==> src/rtl/trexon_spi_pkg.sv <==
// Shared definitions for the SPI port arbiter: FSM state encoding and client IDs.
package trexon_spi_pkg;

  typedef enum logic [2:0] {
    ST_IDLE  = 3'd0,
    ST_ISSUE = 3'd1,
    ST_BUSY  = 3'd2,
    ST_DONE  = 3'd3,
    ST_LATCH = 3'd4
  } arb_state_e;

  localparam logic CL_EEPROM = 1'b0;
  localparam logic CL_PIXEL  = 1'b1;

endpackage

==> src/rtl/spi_port_arbiter.sv <==
// Shares one byte-wide SPI engine between the EEPROM loader (client 0) and the
// HC595 pixel writer (client 1). Grants one byte at a time, owns the EEPROM chip
// select and the HC595 latch pulse, and aborts transfers that hang in BUSY.
module spi_port_arbiter
  import trexon_spi_pkg::*;
#(
  parameter int DATA_W       = 8,
  parameter int PIX_STREAK   = 4,
  parameter int LATCH_CYCLES = 2,
  parameter int TIMEOUT      = 64
) (
  input  logic              clk,
  input  logic              nreset,
  input  logic              c0_req,
  input  logic              c0_lock,
  input  logic [DATA_W-1:0] c0_din,
  output logic              c0_valid,
  input  logic              c1_req,
  input  logic [DATA_W-1:0] c1_din,
  output logic              c1_valid,
  output logic [DATA_W-1:0] c_dout,
  output logic              eng_send_req,
  output logic [DATA_W-1:0] eng_din,
  input  logic [DATA_W-1:0] eng_dout,
  input  logic              eng_data_valid,
  input  logic              eng_processing,
  output logic              eeprom_cs,
  output logic              hc595_latch,
  output logic              owner,
  output logic              busy,
  output logic              timeout_err
);

  localparam int STREAK_W = $clog2(PIX_STREAK + 1);
  localparam int WD_W     = $clog2(TIMEOUT);
  localparam int LAT_W    = $clog2(LATCH_CYCLES + 1);

  localparam logic [STREAK_W-1:0] STREAK_MAX = STREAK_W'(PIX_STREAK);
  localparam logic [WD_W-1:0]     WD_LAST    = WD_W'(TIMEOUT - 1);
  localparam logic [LAT_W-1:0]    LAT_LAST   = LAT_W'(LATCH_CYCLES - 1);

  arb_state_e          state_q;
  logic                owner_q;
  logic [STREAK_W-1:0] streak_q;
  logic [STREAK_W-1:0] streak_d;
  logic                lock_held_q;
  logic [WD_W-1:0]     wd_q;
  logic [LAT_W-1:0]    latch_cnt_q;
  logic [DATA_W-1:0]   eng_din_q;
  logic [DATA_W-1:0]   c_dout_q;
  logic                c0_valid_q;
  logic                c1_valid_q;
  logic                send_q;
  logic                eeprom_cs_q;
  logic                hc595_latch_q;
  logic                timeout_err_q;
  logic                dv_prev_q;

  logic                grant_vld;
  logic                grant_id;

  // Arbitration: pick the winner for this cycle and the streak value that goes with it.
  always_comb begin
    // NOTE: every signal gets a default first so no path leaves it unassigned (no latch).
    grant_vld = 1'b0;
    grant_id  = CL_EEPROM;
    streak_d  = streak_q;
    if (lock_held_q) begin
      // A locked EEPROM burst keeps the bus; the pixel writer waits.
      grant_vld = c0_req;
      grant_id  = CL_EEPROM;
    end else if (c0_req && c1_req) begin
      grant_vld = 1'b1;
      grant_id  = (streak_q == STREAK_MAX) ? CL_EEPROM : CL_PIXEL;
    end else if (c0_req) begin
      grant_vld = 1'b1;
      grant_id  = CL_EEPROM;
    end else if (c1_req) begin
      grant_vld = 1'b1;
      grant_id  = CL_PIXEL;
    end

    if (grant_vld) begin
      if (grant_id == CL_EEPROM) begin
        streak_d = '0;
      end else if (c0_req && (streak_q != STREAK_MAX)) begin
        streak_d = streak_q + 1'b1;
      end
    end
  end

  // Transfer FSM with all client/engine outputs registered.
  always_ff @(posedge clk or negedge nreset) begin
    // NOTE: sequential state uses non-blocking assignments so every register sees pre-edge values.
    if (!nreset) begin
      state_q       <= ST_IDLE;
      owner_q       <= CL_EEPROM;
      streak_q      <= '0;
      lock_held_q   <= 1'b0;
      wd_q          <= '0;
      latch_cnt_q   <= '0;
      eng_din_q     <= '0;
      c_dout_q      <= '0;
      c0_valid_q    <= 1'b0;
      c1_valid_q    <= 1'b0;
      send_q        <= 1'b0;
      eeprom_cs_q   <= 1'b1;
      hc595_latch_q <= 1'b0;
      timeout_err_q <= 1'b0;
      dv_prev_q     <= 1'b0;
    end else begin
      // Continuous sampling means a done level already high on BUSY entry is not an edge.
      dv_prev_q <= eng_data_valid;
      case (state_q)
        ST_IDLE: begin
          if (grant_vld) begin
            owner_q   <= grant_id;
            streak_q  <= streak_d;
            eng_din_q <= (grant_id == CL_EEPROM) ? c0_din : c1_din;
            if (grant_id == CL_EEPROM) begin
              eeprom_cs_q <= 1'b0;
            end
            state_q <= ST_ISSUE;
          end
        end
        ST_ISSUE: begin
          if (!eng_processing) begin
            send_q  <= 1'b1;
            wd_q    <= '0;
            state_q <= ST_BUSY;
          end
        end
        ST_BUSY: begin
          send_q <= 1'b0;
          if (eng_data_valid && !dv_prev_q) begin
            c_dout_q <= eng_dout;
            if (owner_q == CL_PIXEL) begin
              c1_valid_q <= 1'b1;
            end else begin
              c0_valid_q <= 1'b1;
            end
            state_q <= ST_DONE;
          end else if (wd_q == WD_LAST) begin
            // Hung engine: release the EEPROM and drop any burst lock.
            timeout_err_q <= 1'b1;
            eeprom_cs_q   <= 1'b1;
            lock_held_q   <= 1'b0;
            state_q       <= ST_IDLE;
          end else begin
            wd_q <= wd_q + 1'b1;
          end
        end
        ST_DONE: begin
          c0_valid_q <= 1'b0;
          c1_valid_q <= 1'b0;
          if (owner_q == CL_PIXEL) begin
            hc595_latch_q <= 1'b1;
            latch_cnt_q   <= '0;
            state_q       <= ST_LATCH;
          end else begin
            lock_held_q <= c0_lock;
            if (!c0_lock) begin
              eeprom_cs_q <= 1'b1;
            end
            state_q <= ST_IDLE;
          end
        end
        ST_LATCH: begin
          if (latch_cnt_q == LAT_LAST) begin
            hc595_latch_q <= 1'b0;
            state_q       <= ST_IDLE;
          end else begin
            latch_cnt_q <= latch_cnt_q + 1'b1;
          end
        end
        default: state_q <= ST_IDLE;
      endcase
    end
  end

  assign c0_valid     = c0_valid_q;
  assign c1_valid     = c1_valid_q;
  assign c_dout       = c_dout_q;
  assign eng_send_req = send_q;
  assign eng_din      = eng_din_q;
  assign eeprom_cs    = eeprom_cs_q;
  assign hc595_latch  = hc595_latch_q;
  assign owner        = owner_q;
  assign busy         = (state_q != ST_IDLE);
  assign timeout_err  = timeout_err_q;

endmodule
==> config.mk <==
export PLATFORM = sky130hd
export DESIGN_NAME = spi_port_arbiter
export DESIGN_NICKNAME = d
export VERILOG_FILES = /design/src/rtl/trexon_spi_pkg.sv /design/src/rtl/spi_port_arbiter.sv
export SDC_FILE = /design/constraint.sdc
export NUM_CORES = 1
export LEC_CHECK = 0
export BUFFER_PORTS_ARGS = -buffer_cell sky130_fd_sc_hd__buf_2
export CORE_MARGIN = 4
export CORE_UTILIZATION = 51
export DETAILED_ROUTE_END_ITERATION = 12
export PLACE_DENSITY = 0.79
export SYNTH_ARGS = -nofsm -noshare
export SYNTH_HDL_FRONTEND = slang
export SYNTH_SLANG_ARGS = --single-unit
==> constraint.sdc <==
create_clock -name clk -period 1.75 [get_ports clk]
set_input_delay 0.2625 -clock clk [delete_from_list [all_inputs] [get_ports clk]]
set_output_delay 0.2625 -clock clk [all_outputs]
set_load 0.02 [all_outputs]
Word level (Yosys, flattened, before mapping)
Cells that the tools add are included.
{ "word_totals": {"register_bits": 39, "inputBits": 31, "out_inout_bits": 24, "wordCells": 112} }
{ "op_classes": {"n_addsub": 3, "eq_ne": 24, "muxes": 46, "bitwise": 1, "reduce_logical": 23} }
{ "ops": {"columns": ["operator", "count"], "rows": [
  ["$ne 2x2->1 const B", 14],
  ["$mux 3", 8],
  ["$mux 1", 23],
  ["$mux 6", 3],
  ["$reduce_and 3->1", 6],
  ["$pmux 3 s5", 1],
  ["$pmux 6 s2", 1],
  ["$reduce_and 4->1", 3],
  ["$pmux 1 s2", 5],
  ["$mux 8", 1],
  ["$reduce_and 7->1", 1],
  ["$add 6x1->6 const B", 1],
  ["$eq 3x2->1 const B", 2],
  ["$eq 3x3->1 const B", 2],
  ["$eq 6x6->1 const B", 1],
  ["$ne 3x3->1 const B", 2],
  ["$reduce_and 2->1", 3],
  ["$reduce_bool 2->1", 3],
  ["$reduce_bool 3->1", 2],
  ["$mux 2", 2],
  ["$pmux 2 s2", 1],
  ["$add 3x1->3 const B", 1],
  ["$eq 3x1->1 const B", 1],
  ["$logic_and 1x1->1", 3],
  ["7 further kinds", 7]
]} }

Depth between registers and ports, before layout
Gate-level depths: netlist of the first run.
{ "depth": {"ltp_word": 7, "mapped_depth": 7, "mapped_depth_nobuf": 6} }

Least setup slack after synthesis of the first run
OpenSTA, ideal clock, no wires.
{ "synth_timing": {"path_kind": "register to register", "from": "register state_q[0]", "to": "register wd_q[5]", "setup_ns": 0.126, "arrival_ns": 1.481, "required_ns": 1.624, "slack_ns": 0.143, "stages_incl_launch_ff": 6, "path_buffers": 1, "period_less_slack_ns": 1.607, "path_cell_list": "dfrtp_1 -> buf_4 -> or3b_1 -> or2_1 -> and2_4 -> a221o_1"} }
{ "synth_via": {"elab_chain_cells": 3, "elab_cells_between_ends": 8, "cone_classes": "5 x eq/ne; 1 x mux; 2 x reduce/logical"} }
{ "synth_rtl": {"columns": ["element", "line_no", "source"], "rows": [
  ["start: declaration", "spi_port_arbiter.sv:42", "arb_state_e state_q;"],
  ["start signal: assignment", "spi_port_arbiter.sv:96", "state_q <= ST_IDLE;"],
  ["start signal: assignment", "spi_port_arbiter.sv:123", "state_q <= ST_ISSUE;"],
  ["start signal: assignment", "spi_port_arbiter.sv:130", "state_q <= ST_BUSY;"],
  ["$eq 3x2->1 / $eq 3x1->1 (equally long branches)", "spi_port_arbiter.sv:114", "case (state_q)"],
  ["$ne 2x2->1 (no source line) / $reduce_bool 2->1 (equally long branches)", null, null],
  ["$reduce_and 4->1 (no source line)", null, null],
  ["end signal: assignment", "spi_port_arbiter.sv:150", "wd_q <= wd_q + 1'b1;"],
  ["end: declaration", "spi_port_arbiter.sv:47", "logic [WD_W-1:0] wd_q;"]
]} }
Parallel ways exist; a longest one is shown, timed or not.
A chain may end at the register's enable or synchronous reset.

Worst setup path in the final report of the first run
Same ends and word-level chain as after synthesis.

==> results.txt, run 1 <==
The run finished with clean final reports. The ratio of routed vias to standard cells is 5.340. The global-route wire length before repair came out at 6.969 mm. Setup repair after global routing left no endpoint under its margin. The level count of the clock H-tree is 2. Summing all non-filler instances in the final layout gives an area of 2381 um^2. The post-synthesis to final-layout area growth is 27.72%. The final count of hold timing violations came out at 0.

For the final routed database, the setup TNS stands at 0 ns. The floorplan has 21 rows. Static timing analysis puts the maximum clock frequency at 0.5944 GHz. TritonCTS built the clock tree. The adder and majority gate portion of the synthesized area came out at 2.685%. The number of design rule violations left after detail routing is 0. The maximum resistive drop on vdd is 839.3 uV.

The final critical path time including I/O delays and setup is 1.682 ns. The detailed router finished its first iteration with 77 violations. The path class of the tightest hold or removal check is in -> reg. The largest net degree at the start of global routing is 40.

The height of the die is 68.46 um. The total area inside the core boundary comes to 3442 um^2. Counting flops with an async set or reset pin after synthesis yields a share of 100.0%.

The number of sinks handled by clock tree synthesis is 39. The synthesized instance count came out at 177. The max-slew violation count came out at 0. By area, the combinational part of the netlist is dominated by simple AND/OR/NAND/NOR gates. The overall track demand over capacity in global routing came out at 20.16%. Summed over all layers, the routed wires come to 3.914 mm. In this run the worst path has a maximum fanout of 4. The number of placed cells counting well taps is 282. Routability-driven placement finished with a final weighted congestion of 0.8411.

The I/O pin total came out at 55. The post-detailed-placement half-perimeter wirelength came out at 3.020 mm. The data arrival time of the critical path is 1.86 ns.

The average size of a mapped cell is 10.53 um^2. The synthesized area came out at 1864 um^2. The setup violation total in the final timing report is 0. Excluding fillers, the count of instances in the completed layout stands at 291. In this run the power density over the cells is 1648 nW/um^2. The number of register bits inferred by synthesis is 39. The number of iterations in the first detailed-routing pass came out at 4.

The clock tree skew after final layout is 0.009482 ns. The basic-gate share of the synthesized area counting and, or, nand and nor cells is 17.05%. For this block, the via count after detailed routing is 1554. The count of distinct cell types in the synthesized netlist came out at 45. The synthesized netlist devotes 14.90% of its cell area to compound gates.

The most used flip-flop cell after synthesis is dfrtp_1. Yosys printed 0 warnings. The critical path is of the reg -> reg type. The total number of nets in the final design came out at 279. The number of buffers inserted by port buffering came out at 54.

The area enclosed by the die boundary came out at 4687 um^2. The CTS clock-pin slew for the worst setup and hold paths came out at 0.08 ns. The startpoint kind of the worst setup timing path is a register. In the final layout, flip-flops and latches occupy 977.2 um^2.

The via count of the first global-routing pass came out at 1541. The transition time of the tightest slew-check pin came out at 0.3888 ns. STA classifies the critical path endpoint as a register. The share of the Yosys chip area taken by registers is 52.42%. The worst slew margin relative to its limit came out at 73.41%. The cell sitting at the root of the clock tree is a clkbuf_8.

The number of antenna violations at the first check in global routing came out at 0. Measured against the total synthesized area, the mux share comes to 9.732%. The fill cell instance count of the final layout is 295. Once the floorplan was initialized, standard cells occupied 54.16% of the core. For the worst-skew pair, the clock arrives at the later sink with an insertion delay of 0.30 ns. In this run the cell area measured after placement is 2270 um^2.

The wire length per cell after detailed routing came out at 13.45 um. The number of antenna diodes in the final layout is 0. The number of enable-type register cells in the synthesized netlist is 0.

At the worst endpoint, the required time is 1.93 ns. The count of nets left with antenna violations after detail routing came out at 0. The worst path uses 96.13% of the clock period. The multi-input logic area came out at 835.8 um^2. The max capacitance violation total came out at 0. The post-CTS setup buffer count is 0. The horizontal extent of the die is 68.46 um. The share of post-route cells with drive strength above 1 came out at 36.73%.

The clock passes through at most 2 buffers. For this design the static power due to leakage is 1.213 nW. The XOR/XNOR share of the synthesized area came out at 0%.

The post-synth net total is 212. The total overflow reported by the global router is 0. The number of buffers inserted during clock tree synthesis is 5.
cell families (layout without fill, tap and decap cells):
family,Yosys count,after routing
flip-flops,39,39
buffers and inverters,14,82
AND/OR/NAND/NOR,59,59
AO/OA/AOI/OAI,44,44
multiplexers,17,17
adder cells (fa/ha/maj),4,4
metrics by stage:
step | hold slack, ns | total power [mW] | utilization [%] | setup WS, ns
after floorplan | -0.03309 | 2.645 | - | 0.1428
after global placement | 0.2459 | 3.249 | 65.94 | 0.1239
after detailed placement | 0.2437 | 3.306 | 65.94 | 0.08563
after CTS | 0.08441 | 3.937 | 68.92 | 0.06478
after global routing | 0.08130 | 4.238 | 69.17 | 0.0003315
final | 0.09772 | 3.923 | 69.17 | 0.06776
state kept, by name, indices dropped and copies added (netlist names):
| register | flops |
|---|---|
| lock_held_q | 1 |
| eeprom_cs | 1 |
| eng_din | 8 |
| c1_valid | 1 |
| streak_q | 3 |
| c_dout | 8 |
| wd_q | 6 |
| timeout_err | 1 |
| latch_cnt_q | 2 |
| state_q | 3 |
| dv_prev_q | 1 |
| hc595_latch | 1 |
| eng_send_req | 1 |
| c0_valid | 1 |
| owner | 1 |
where the power goes:
group | switching (mW) | internal, mW | total [mW]
clock network | 0.333 | 0.285 | 0.617
registers | 0.209 | 1.25 | 1.46
logic | 1.06 | 0.785 | 1.85
total | 1.60 | 2.32 | 3.92
critical path, stage by stage (launching register included):
cell and delay, ns:
dfrtp_1 0.41, or3b_1 0.40, or2_1 0.27, and2_4 0.19, a221o_1 0.29
cell type report:
class,count,share of cell area [%]
Clock buffer,5,2.890
Sequential cell,39,41.04
Multi-Input combinational cell,124,35.10
Timing Repair Buffer,66,16.29
Clock inverter,3,0.9984
Tap cell,46,2.417
Inverter,8,1.261
synth_stat cells, types with 2 or more instances:
| cell type | number | area [um^2] |
|---|---|---|
| inv_1 | 8 | 30.03 |
| nand3_1 | 7 | 35.03 |
| a21oi_1 | 7 | 35.03 |
| nand2_1 | 19 | 71.32 |
| mux2_2 | 9 | 101.4 |
| nor3_1 | 3 | 15.01 |
| nor2b_1 | 6 | 37.54 |
| clkbuf_1 | 2 | 7.510 |
| dfrtp_1 | 38 | 950.9 |
| a211o_1 | 2 | 17.52 |
| ha_1 | 4 | 50.05 |
| mux2i_1 | 8 | 80.08 |
| o21ai_0 | 17 | 85.08 |
| a22o_1 | 3 | 26.28 |
| nand2b_1 | 2 | 12.51 |
| buf_2 | 3 | 15.01 |
| a31oi_1 | 3 | 18.77 |
| or2_2 | 2 | 12.51 |
| nor2_1 | 5 | 18.77 |
| and3_1 | 4 | 25.02 |
metal layers:
metal	vias to the layer above	GRT usage [%]	part of all wire, %
met2	46	32.66	47
met1	731	24.71	44
met4	0	7.444	1.4
met3	4	6.897	6.9
li1	773	-	-
met5	-	0	0
what timing repair did:
action                                 in CTS  in global routing
hold buffers                                1                  0
setup endpoints to repair                   0                  4
endpoints found under the hold margin      38                  0
gates resized for setup                     0                  3
path summary, 6_finish.rpt:
check                                        from                     end  slack (ns)  cells after the start
max                        state_q[0]$_DFFE_PN0P_     wd_q[5]$_DFFE_PN0P_        0.07                      4
min                                eng_data_valid     dv_prev_q$_DFF_PN0_         0.1                      1
max reg2reg                state_q[0]$_DFFE_PN0P_     wd_q[5]$_DFFE_PN0P_        0.07                      4
min reg2reg                eng_din[4]$_DFFE_PN0P_  eng_din[4]$_DFFE_PN0P_        0.48                      2
max in group asynchronous                  nreset   eeprom_cs$_DFFE_PN1P_        1.04                      3
min in group asynchronous                  nreset  state_q[0]$_DFFE_PN0P_        0.46                      3
layout by cell type (no fill, tap or decap), types with 5 or more instances in the layout:
| cell | n |
|---|---|
| nor2b_1 | 6 |
| buf_4 | 9 |
| nand3_1 | 7 |
| clkbuf_8 | 5 |
| dfrtp_1 | 38 |
| mux2_2 | 9 |
| o21ai_0 | 16 |
| a21oi_1 | 7 |
| nand2_1 | 19 |
| inv_1 | 8 |
| nor2_1 | 5 |
| buf_2 | 54 |
| mux2i_1 | 8 |
Power figures use the tool's default switching activity.
==> inputs of run 2 (changes only) <==
- ABC_AREA: unset -> 1
==> results.txt, run 2 <==
The final count of hold timing violations is 0 (unchanged). The number of buffers inserted during clock tree synthesis is 5 (unchanged). The share of post-route cells with drive strength above 1 came out at 25.50% (-11 points). The I/O pin total came out at 55 (unchanged). The effective utilization at floorplan came out at 52.60% (-1.6 points).

The count of hold-fix buffers inserted at cts came out at 1 (unchanged). The total number of vias came out at 1680 (+8.1%). The global-route wire length before repair came out at 6.865 mm (-1.5%).

The overall power consumption is 3.931 mW (+0.21%). STA classifies the critical path endpoint as an output port. The horizontal extent of the die came out at 69.45 um (+1.4%). The sequential cell area was 977.2 um^2 (unchanged). The portion of total power attributed to the clock network was 15.0% (-0.7 points). The maximum resistive drop on vdd came to 853.1 uV (+1.6%).

The post-synth net total came out at 270 (+27%). The core region area came out at 3661 um^2 (+6.4%). Sorting the synthesized cells by how often they occur yields nand2_1, dfrtp_1, nor2_1. The worst slew margin relative to its limit came to 67.06% (-6.4 points). The highest attainable clock frequency came to 0.6533 GHz (+9.9%). The count of nets left with antenna violations after detail routing was 0 (unchanged). The proportion of register bits with asynchronous set or reset after synthesis came out at 100.0% (unchanged). The sequential share of power is 37.9% (+0.7 points).

nand2_1 is the most common cell in the netlist. The total inserted antenna cells came out at 0 (unchanged). The max-slew violation count came out at 0 (unchanged). The number of design rule violations left after detail routing came out at 0 (unchanged).

The number of placed cells counting well taps is 337 (+20%). The clock tree skew after final layout came out at 0.01133 ns (+0.001848 ns). The wire length per cell after detailed routing came out at 11.60 um (-14%).

Setup repair after global routing left no endpoint under its margin. The CTS clock-pin slew for the worst setup and hold paths is 0.08 ns (about the same). By startpoint and endpoint, the worst setup path is classified as reg -> out. The proportion of netlist area held by the largest area contributor came to 49.38% (-1.6 points). The clock tree from TritonCTS is done. The peak fanout along the critical path came out at 7 (+3). The number of antenna violations at the first check in global routing came to 0 (unchanged).

The number of buffers on the longest clock path came out at 2 (unchanged). Leaving out fill and tap cells, the most frequent cell in the layout is nand2_1. The max capacitance violation total came out at 0 (unchanged). The proportion of total power due to net switching is 44.69% (+3.8 points). The internal power of the cells came to 2.175 mW (-6.3%).

The aggregate routed wire length is 4.013 mm (+2.5%). In the layout the commonest cells are nand2_1, buf_2, dfrtp_1. The synthesized instance count came out at 235 (+33%). The final critical path time including I/O delays and setup was 1.531 ns (-0.1516 ns). The warning count from the yosys run came to 0 (unchanged).

The filler-free cell count of the finished design is 346 (+19%). The highest-delay cell along the critical path is dfrtp_1. The portion of the post-synthesis area used by sequential elements came out at 50.75% (-1.7 points).

The number of enable-type register cells in the synthesized netlist is 0 (unchanged). The overall track demand over capacity in global routing came out at 17.37% (-2.8 points). The level count of the clock H-tree came out at 2 (unchanged). The signal on the critical path passes through nor2_4 -> nand2_4 -> buf_2. The height of the die is 69.45 um (+1.4%). The total number of nets in the final design came to 332 (+19%).

The insertion delay to the later sink of the worst-skew pair came out at 0.30 ns (about the same). STA classifies the critical path startpoint as a register. The setup violation total in the final timing report is 0 (unchanged). The number of buffers inserted by port buffering came out at 54 (unchanged). In the post-synthesis netlist, the biggest area contributors are dfrtp_1, nand2_1, nor2_1.

The ratio of final minimum period to clock period is 87.47% (-8.7 points). The area enclosed by the die boundary is 4823 um^2 (+2.9%). In this run the most critical hold path is launched from eng_data_valid. The static leakage power came to 1.280 nW (+5.5%).

The required time of the worst setup path is 1.49 ns (-0.44 ns). The weighted congestion at the end of routability-driven global placement came out at 0.8367 (-0.52%). The total overflow reported by the global router is 0 (unchanged). The synthesized area came out at 1926 um^2 (+3.3%). The initial detailed-routing violation count came out at 97 (+26%). The number of register bits inferred by synthesis came to 39 (unchanged). The post-route setup TNS came to 0 ns (unchanged). The multi-input logic area was 830.8 um^2 (-0.60%). The transition time of the tightest slew-check pin came out at 0.4941 ns (+0.1053 ns). The number of iterations in the first detailed-routing pass came out at 4 (unchanged). The count of distinct cell types in the synthesized netlist came out at 30 (-33%). The net switching component of the power came to 1.757 mW (+9.6%). The post-synthesis to final-layout area growth is 22.68%.

The data arrival time of the critical path was 1.27 ns (-0.59 ns). The post-detailed-placement half-perimeter wirelength came out at 3.066 mm (+1.5%). Among all flip-flop cells after synthesis, the most frequent one is dfrtp_1. The average size of a mapped cell is 8.194 um^2 (-22%). The synthesized design spends more area on one cell type than any other, namely dfrtp_1. The fill cell instance count of the final layout came out at 323 (+9.5%). CTS placed an instance of clkbuf_8 at the clock tree root.

The worst setup path startpoint is state_q[0]$_DFFE_PN0P_. The number of gates given a new drive strength after cts is 0 (unchanged). The beginning of the worst register-to-register path is state_q[0]$_DFFE_PN0P_. The final standard cell utilization of the core was 64.52% (-4.6 points). The relative contribution of combinational cells to total power is 47.1% (about the same). The via count of the first global-routing pass is 1587 (+3.0%). The largest net degree at the start of global routing came out at 21 (-48%). The number of sinks handled by clock tree synthesis is 39 (unchanged). The flow ran to the end, and the final reports show no timing, DRC or antenna violations.

The row count is 22 (+4.8%). The post-CTS setup buffer count came out at 0 (unchanged). The worst hold path class is in -> reg. The maximum single-stage delay on the critical path is 0.48 ns (+0.07 ns).

The ratio of routed vias to standard cells is 4.855 (-9.1%). The cell area power density came out at 1664 nW/um^2 (+1.0%).
-- run 2: kinds of logic after synthesis --
kind of cell | after synthesis | synth area share, %
flops | 39 | 50.75
simple gates | 132 | 30.47
buf+inv | 28 | 6.108
xor+xnor | 2 | 0.9098
compound gates | 29 | 8.641
fa+ha+maj | 4 | 2.599
mux | 1 | 0.5198
-- run 2: critical path, delay by kind of cell (launching register included) --
kind	cells	cell delay (ns)
flops	1	0.48
simple gates	2	0.31
buf+inv	1	0.18
-- run 2: worst paths after layout --
path | slack [ns] | to | cells past startpoint
min | 0.08 | dv_prev_q$_DFF_PN0_ | 1
min in group asynchronous | 0.47 | eng_din[3]$_DFFE_PN0P_ | 2
max reg2reg | 0.22 | lock_held_q$_DFFE_PN0P_ | 7
max in group asynchronous | 0.72 | eeprom_cs$_DFFE_PN1P_ | 3
min reg2reg | 0.47 | eeprom_cs$_DFFE_PN1P_ | 2
max | 0.22 | busy | 3
-- run 2: stage by stage --
step / hold WS [ns] / instance area [um^2] / worst slack, ns
3_3_place_gp: 0.2548 / 2267 / 0.2624
5_1_grt: 0.07858 / 2362 / 0.07837
3_5_place_dp: 0.2579 / 2267 / 0.2314
2_1_floorplan: -0.03309 / 1926 / 0.4718
6_report: 0.07907 / 2362 / 0.2193
4_1_cts: 0.07531 / 2362 / 0.2129
-- run 2: cell type report --
type / instances / area share, %
Clock buffer: 6 / 3.072
Clock inverter: 2 / 0.5297
Inverter: 25 / 3.972
Multi-Input combinational cell: 168 / 35.17
Sequential cell: 39 / 41.37
Tap cell: 48 / 2.542
Timing Repair Buffer: 58 / 13.35
-- run 2: power groups by stage --
stage | Sequential [mW] | Combinational, mW | Clock [mW]
floorplan | 1.77 | 1.05 | 0
global placement | 1.49 | 1.82 | 0
detailed placement | 1.51 | 1.87 | 0
CTS | 1.49 | 1.88 | 0.599
global route | 1.54 | 2.06 | 0.633
finish | 1.49 | 1.85 | 0.588
-- run 2: per-layer routing --
| layer | part of all wire (%) | track usage (%) | up-vias |
|---|---|---|---|
| li1 | - | - | 867 |
| met1 | 44 | 22.02 | 769 |
| met2 | 50 | 28.81 | 40 |
| met3 | 5.6 | 5.652 | 4 |
| met4 | 0.65 | 4.121 | 0 |
| met5 | 0 | 0 | - |
